$ cat config.mk
export PLATFORM = sky130hd
export DESIGN_NAME = pll_reset_seq
export DESIGN_NICKNAME = d
export VERILOG_FILES = /design/src/rtl/pll_reset_seq_pkg.sv /design/src/rtl/pll_reset_seq_btn_debounce.sv /design/src/rtl/pll_reset_seq.sv
export SDC_FILE = /design/constraint.sdc
export NUM_CORES = 1
export LEC_CHECK = 0
export CORE_MARGIN = 2
export CORE_UTILIZATION = 57
export DETAILED_ROUTE_END_ITERATION = 7
export PLACE_DENSITY = 0.76
export SYNTH_ARGS = -nofsm -noshare
export SYNTH_HDL_FRONTEND = slang
export SYNTH_SLANG_ARGS = --single-unit
$ cat constraint.sdc
create_clock -name i_clk -period 2.3 [get_ports i_clk]
set_clock_uncertainty 0.15 [all_clocks]
set_input_delay 0.69 -clock i_clk [delete_from_list [all_inputs] [get_ports i_clk]]
set_output_delay 0.69 -clock i_clk [all_outputs]
set_load 0.1 [all_outputs]
$ cat src/rtl/pll_reset_seq_pkg.sv
// -----------------------------------------------------------------------------
// pll_reset_seq_pkg
// Shared definitions for the PLL reset sequencer:
//   - state_t   : sequencer state encoding
//   - cnt_width : width of the shared phase counter, sized for the largest
//                 terminal count plus one bit of headroom
// -----------------------------------------------------------------------------
package pll_reset_seq_pkg;

   typedef enum logic [2:0] {
      WAIT_LOCK = 3'd0,
      FILTER    = 3'd1,
      HOLD      = 3'd2,
      STAGGER   = 3'd3,
      RUN       = 3'd4
   } state_t;

   // Width of the shared counter: clog2 of the largest terminal count, plus 1.
   function automatic int cnt_width(input int lock_filter,
                                    input int hold_cycles,
                                    input int stage_gap);
      int m;
      m = lock_filter;
      if (hold_cycles > m) begin
         m = hold_cycles;
      end
      if (stage_gap > m) begin
         m = stage_gap;
      end
      return $clog2(m) + 1;
   endfunction

endpackage

$ cat src/rtl/pll_reset_seq_btn_debounce.sv
// -----------------------------------------------------------------------------
// btn_debounce
// Level debouncer for the already-synchronized reset button. The output only
// follows the input after the input has held its new level for
// DEBOUNCE_CYCLES consecutive clock cycles; shorter pulses are dropped.
// Only instantiated when RST_BTN_DEBOUNCE_EN is defined.
//
// Ports:
//   i_clk   : system clock
//   i_reset : synchronous active-high reset (output and counter cleared)
//   i_btn   : synchronized button level
//   o_btn   : debounced button level (registered)
// -----------------------------------------------------------------------------
module btn_debounce #(
   parameter int DEBOUNCE_CYCLES = 65536
) (
   input  logic i_clk,
   input  logic i_reset,
   input  logic i_btn,
   output logic o_btn
);

   localparam int DW = $clog2(DEBOUNCE_CYCLES) + 1;
   localparam logic [DW-1:0] DB_TERM = DW'(DEBOUNCE_CYCLES - 1);

   logic [DW-1:0] r_cnt;
   logic          r_btn;

   // Count consecutive cycles the input differs from the output; flip when full.
   always_ff @(posedge i_clk) begin
      if (i_reset) begin
         r_cnt <= '0;
         r_btn <= 1'b0;
      end else if (i_btn != r_btn) begin
         if (r_cnt == DB_TERM) begin
            r_btn <= i_btn;
            r_cnt <= '0;
         end else begin
            r_cnt <= r_cnt + DW'(1);
         end
      end else begin
         // Any return to the current output level restarts the stability window.
         r_cnt <= '0;
      end
   end

   assign o_btn = r_btn;

endmodule

$ cat src/rtl/pll_reset_seq.sv
// -----------------------------------------------------------------------------
// pll_reset_seq
// Reset sequencer downstream of the system PLL. Waits for a filtered PLL lock,
// holds both resets for HOLD_CYCLES, releases the peripheral reset, then after
// STAGE_GAP cycles releases the CPU reset and raises ready. Loss of lock
// restarts from WAIT_LOCK; a button press restarts from HOLD.
//
// Optional feature: define RST_BTN_DEBOUNCE_EN to route the synchronized
// button through btn_debounce (DEBOUNCE_CYCLES stable cycles per change).
//
// Ports:
//   i_clk        : PLL output clock
//   i_reset      : synchronous active-high block reset
//   i_locked     : PLL lock flag, asynchronous
//   i_btn_reset  : board reset button, active-high, asynchronous
//   o_rst_periph : active-high reset for SDRAM/video, released first
//   o_rst_cpu    : active-high reset for the CPU core, released last
//   o_ready      : high once both resets are released
// -----------------------------------------------------------------------------
module pll_reset_seq
   import pll_reset_seq_pkg::*;
#(
   parameter int LOCK_FILTER     = 1024,
   parameter int HOLD_CYCLES     = 65536,
   parameter int STAGE_GAP       = 16,
   parameter int DEBOUNCE_CYCLES = 65536
) (
   input  logic i_clk,
   input  logic i_reset,
   input  logic i_locked,
   input  logic i_btn_reset,
   output logic o_rst_periph,
   output logic o_rst_cpu,
   output logic o_ready
);

   localparam int CW = cnt_width(LOCK_FILTER, HOLD_CYCLES, STAGE_GAP);
   localparam logic [CW-1:0] LF_TERM = CW'(LOCK_FILTER - 1);
   localparam logic [CW-1:0] HC_TERM = CW'(HOLD_CYCLES - 1);
   localparam logic [CW-1:0] SG_TERM = CW'(STAGE_GAP - 1);

   // Elaboration-time parameter sanity check.
   if (LOCK_FILTER < 1 || HOLD_CYCLES < 1 || STAGE_GAP < 1 || DEBOUNCE_CYCLES < 1) begin : g_bad_param
      $error("pll_reset_seq: all cycle parameters must be >= 1");
   end

   logic          r_lock_meta;
   logic          r_lock_sync;
   logic          r_btn_meta;
   logic          r_btn_sync;
   logic          w_btn_s;

   state_t        r_state;
   state_t        w_state_nxt;
   logic [CW-1:0] r_cnt;
   logic [CW-1:0] w_cnt_nxt;
   logic          r_rst_periph;
   logic          r_rst_cpu;
   logic          r_ready;
   logic          w_rst_periph_nxt;
   logic          w_rst_cpu_nxt;

   // Two-flop synchronizers for the asynchronous lock and button inputs.
   always_ff @(posedge i_clk) begin
      if (i_reset) begin
         r_lock_meta <= 1'b0;
         r_lock_sync <= 1'b0;
         r_btn_meta  <= 1'b0;
         r_btn_sync  <= 1'b0;
      end else begin
         r_lock_meta <= i_locked;
         r_lock_sync <= r_lock_meta;
         r_btn_meta  <= i_btn_reset;
         r_btn_sync  <= r_btn_meta;
      end
   end

`ifdef RST_BTN_DEBOUNCE_EN
   btn_debounce #(
      .DEBOUNCE_CYCLES (DEBOUNCE_CYCLES)
   ) u_btn_debounce (
      .i_clk   (i_clk),
      .i_reset (i_reset),
      .i_btn   (r_btn_sync),
      .o_btn   (w_btn_s)
   );
`else
   assign w_btn_s = r_btn_sync;
`endif

   // State, counter and registered outputs.
   always_ff @(posedge i_clk) begin
      if (i_reset) begin
         r_state      <= WAIT_LOCK;
         r_cnt        <= '0;
         r_rst_periph <= 1'b1;
         r_rst_cpu    <= 1'b1;
         r_ready      <= 1'b0;
      end else begin
         r_state      <= w_state_nxt;
         r_cnt        <= w_cnt_nxt;
         r_rst_periph <= w_rst_periph_nxt;
         r_rst_cpu    <= w_rst_cpu_nxt;
         r_ready      <= ~w_rst_cpu_nxt;
      end
   end

   // Next state and counter; lock loss beats the button, which beats counting.
   always_comb begin
      w_state_nxt = r_state;
      w_cnt_nxt   = r_cnt;
      if (!r_lock_sync) begin
         w_state_nxt = WAIT_LOCK;
         w_cnt_nxt   = '0;
      end else if (w_btn_s) begin
         // Button held: park in HOLD with the counter pinned at zero.
         w_state_nxt = HOLD;
         w_cnt_nxt   = '0;
      end else begin
         case (r_state)
            WAIT_LOCK: begin
               w_state_nxt = FILTER;
               w_cnt_nxt   = '0;
            end
            FILTER: begin
               if (r_cnt == LF_TERM) begin
                  w_state_nxt = HOLD;
                  w_cnt_nxt   = '0;
               end else begin
                  w_cnt_nxt = r_cnt + CW'(1);
               end
            end
            HOLD: begin
               if (r_cnt == HC_TERM) begin
                  w_state_nxt = STAGGER;
                  w_cnt_nxt   = '0;
               end else begin
                  w_cnt_nxt = r_cnt + CW'(1);
               end
            end
            STAGGER: begin
               if (r_cnt == SG_TERM) begin
                  w_state_nxt = RUN;
                  w_cnt_nxt   = '0;
               end else begin
                  w_cnt_nxt = r_cnt + CW'(1);
               end
            end
            RUN: begin
               w_state_nxt = RUN;
               w_cnt_nxt   = '0;
            end
            default: begin
               w_state_nxt = WAIT_LOCK;
               w_cnt_nxt   = '0;
            end
         endcase
      end
   end

   // Output values for the state being entered; registered above so that
   // outputs are a pure function of flops.
   always_comb begin
      w_rst_periph_nxt = 1'b1;
      w_rst_cpu_nxt    = 1'b1;
      case (w_state_nxt)
         STAGGER: begin
            w_rst_periph_nxt = 1'b0;
            w_rst_cpu_nxt    = 1'b1;
         end
         RUN: begin
            w_rst_periph_nxt = 1'b0;
            w_rst_cpu_nxt    = 1'b0;
         end
         default: begin
            w_rst_periph_nxt = 1'b1;
            w_rst_cpu_nxt    = 1'b1;
         end
      endcase
   end

   assign o_rst_periph = r_rst_periph;
   assign o_rst_cpu    = r_rst_cpu;
   assign o_ready      = r_ready;

endmodule

==> out/results.txt <==
Post-synth top area cell: dfxtp_1
Hold-fix buffers, CTS: 0
Ys async rst share: 0%
Ant diodes: 0
Worst slack at placement: 0.0775 ns
Pin count of the biggest net entering global routing: 17
Period minus WS final: 2.07 ns
Post-synth top area share: 43.5%
Setup TNS: 0 ns
Die Span Y: 50.7 um
First drt pass iteration count: 4
Post-Synthesis Cells: 131
Die width: 50.7 um
Slew @ Worst Pin: 0.644 ns
Max Cap Viol: 0
Final Cycle Share: 90.1%
Number of synthesized flops with an enable pin: 0
Cell Rows: 16
Final nets: 150
Lkg Pwr: 0.000520 uW
Avg WL per Cell: 12.9 um
Startpoint types: register
I/O pin cnt: 7
Seq. cell area: 543 um^2
Final hold violations: 0
Drt total wl: 2180 um
Critical path class: register to register
Setup WS post-layout: 0.228 ns
Outcome: completed
Core Box Area: 2000 um^2
Mean Syn Cell Area: 9.48 um^2
Layout area overhead: 12.4%
Ratio of cells with drive above 1 in the final layout: 17.6%
CP Data Arrival Time: 2.14 ns
Yosys warns: 0
Clk Latency, worst-skew pair: 0.32 ns
Num CTS Buffers: 3
CTS Buffer Depth: 2
Peak supply drop: 0.000366 V
Die ar.: 2570 um^2
Multi-input logic area: 664 um^2
Post-detail-place hpwl: 1580 um
Sequential area share after synthesis: 43.5%
Clock slew at reported path FFs: 0.14 ns
Top area cells in the synthesized netlist: dfxtp_1 (44%), xor2_1 (7.0%), nor2_1 (6.0%)
# clock sinks: 27
Iteration-0 DRC Markers: 11
Top FF cell, synth: dfxtp_1
Root Buffer Master: clkbuf_4
HP Class: register to register
Gr usage total: 19.4%
Crit end category: register
Crit path required time: 2.37 ns
Highest clock rate: 483 MHz
Area post-placement: 1340 um^2
#FFs+latches synth: 27
IO Port Bufs: 6
Detailed-route DRC error count: 0
WHS: 0.297 ns
Fin util: 69.8%
Post-route cell area: 1400 um^2
Initial Utilization: 62.1%
Congestion Overflow GR: 0
CTS tree: yes
Vias per cell: 5.60
Final ANT Viol Nets: 0
H-tree depth: 1
Number of global-route vias before repair: 903
Global-route wire length before repair: 3760 um
Synth cell types: 37
Max-slew violation count: 0
Filler cells: 171
Net Count, Synth: 138
Initial antenna violation count: 0
Rel. slew slack: 56.7%
RSZ-0062 raised after global routing: false
Final setup vio count: 0
Power Density: 498 nW/um^2
Netlist Area Pre-Place: 1240 um^2
Worst Path Max Fanout: 8
GPL Wtd Cong: 0.881
Via count: 946
-- state kept, by name (all words and copies together) (netlist names) --
| signal | count |
|---|---|
| o_ready | 1 |
| o_rst_cpu | 1 |
| o_rst_periph | 1 |
| r_btn_meta | 1 |
| r_btn_sync | 1 |
| r_cnt | 17 |
| r_lock_meta | 1 |
| r_lock_sync | 1 |
| r_state | 3 |
-- power breakdown --
| group | switching [uW] | leakage, uW | internal [uW] |
|---|---|---|---|
| combinational | 7.16 | 0.000286 | 11.3 |
| clock | 135 | 0.0000150 | 68.0 |
| sequential | 2.84 | 0.000219 | 471 |
| total | 145 | 0.000520 | 551 |
-- cells in the mapped netlist, drive strengths merged, types with 3 or more instances --
library cell,number
and3,5
dfxtp,27
ha,3
inv,9
nand2,5
nand3,10
nand4,4
nor2,20
nor2b,4
nor3,6
xnor2,4
xor2,10
-- routing by layer --
layer,vias to the layer above,global-route usage [%],part of all wire (%)
met5,-,0,0
met4,0,6.76,1.8
li1,473,-,-
met2,17,32.7,50
met1,451,24.9,45
met3,5,3.57,3.7
-- worst max-delay path, cell delays in order (launching register included) --
cell and delay [ns]:
dfxtp_2 0.38, ha_1 0.20, nand3_1 0.15, nor3_4 0.23
nand3_1 0.12, inv_1 0.07, ha_1 0.13, inv_1 0.05
a21o_1 0.24, o2111ai_4 0.17, nor2_1 0.09
-- worst paths after layout --
path,depth (start not counted),to,slack [ns],start
max,10,r_cnt[7]$_SDFF_PP0_,0.23,r_cnt[0]$_SDFF_PP0_
min,1,r_cnt[0]$_SDFF_PP0_,0.30,r_cnt[0]$_SDFF_PP0_
max reg2reg,10,r_cnt[7]$_SDFF_PP0_,0.23,r_cnt[0]$_SDFF_PP0_
min reg2reg,1,r_cnt[0]$_SDFF_PP0_,0.30,r_cnt[0]$_SDFF_PP0_
-- metrics by stage --
step / std cells / total power, uW
finish: 169 / 695
global route: 169 / 716
CTS: 168 / 697
detailed placement: 164 / 502
global placement: 164 / 501
floorplan: 131 / 492
-- cell type report --
class | count | share of cell area [%]
multi-input combinational | 92 | 47.6
sequential | 27 | 38.9
timing repair buffer | 10 | 6.81
inverter | 9 | 2.42
tap | 27 | 2.42
clock buffer | 4 | 1.88
-- timing repair --
| item | CTS | global route |
|---|---|---|
| gates resized for setup | 0 | 3 |
| setup endpoints to repair | 0 | 16 |
| buffers inserted | 0 | 0 |
-- placed cells by master, fill, tap and decap left out, drive strengths merged, types with 3 or more instances in the layout --
cell	instances
buf	7
clkdlybuf4s50	3
xnor2	4
dfxtp	27
and3	5
nor2	20
nand4	4
xor2	10
ha	3
nor2b	4
inv	9
nand3	10
nand2	5
clkbuf	4
nor3	6
-- cells by family (layout without fill, tap and decap cells) --
| group | count (synthesis) | after routing | share of synthesized area, % |
|---|---|---|---|
| compound gates | 12 | 13 | 9.27 |
| flops | 27 | 27 | 43.5 |
| fa+ha+maj | 3 | 3 | 3.02 |
| xor+xnor | 14 | 14 | 9.87 |
| simple gates | 62 | 62 | 29.2 |
| buf+inv | 13 | 23 | 5.14 |
(Power assumes the default switching activity.)
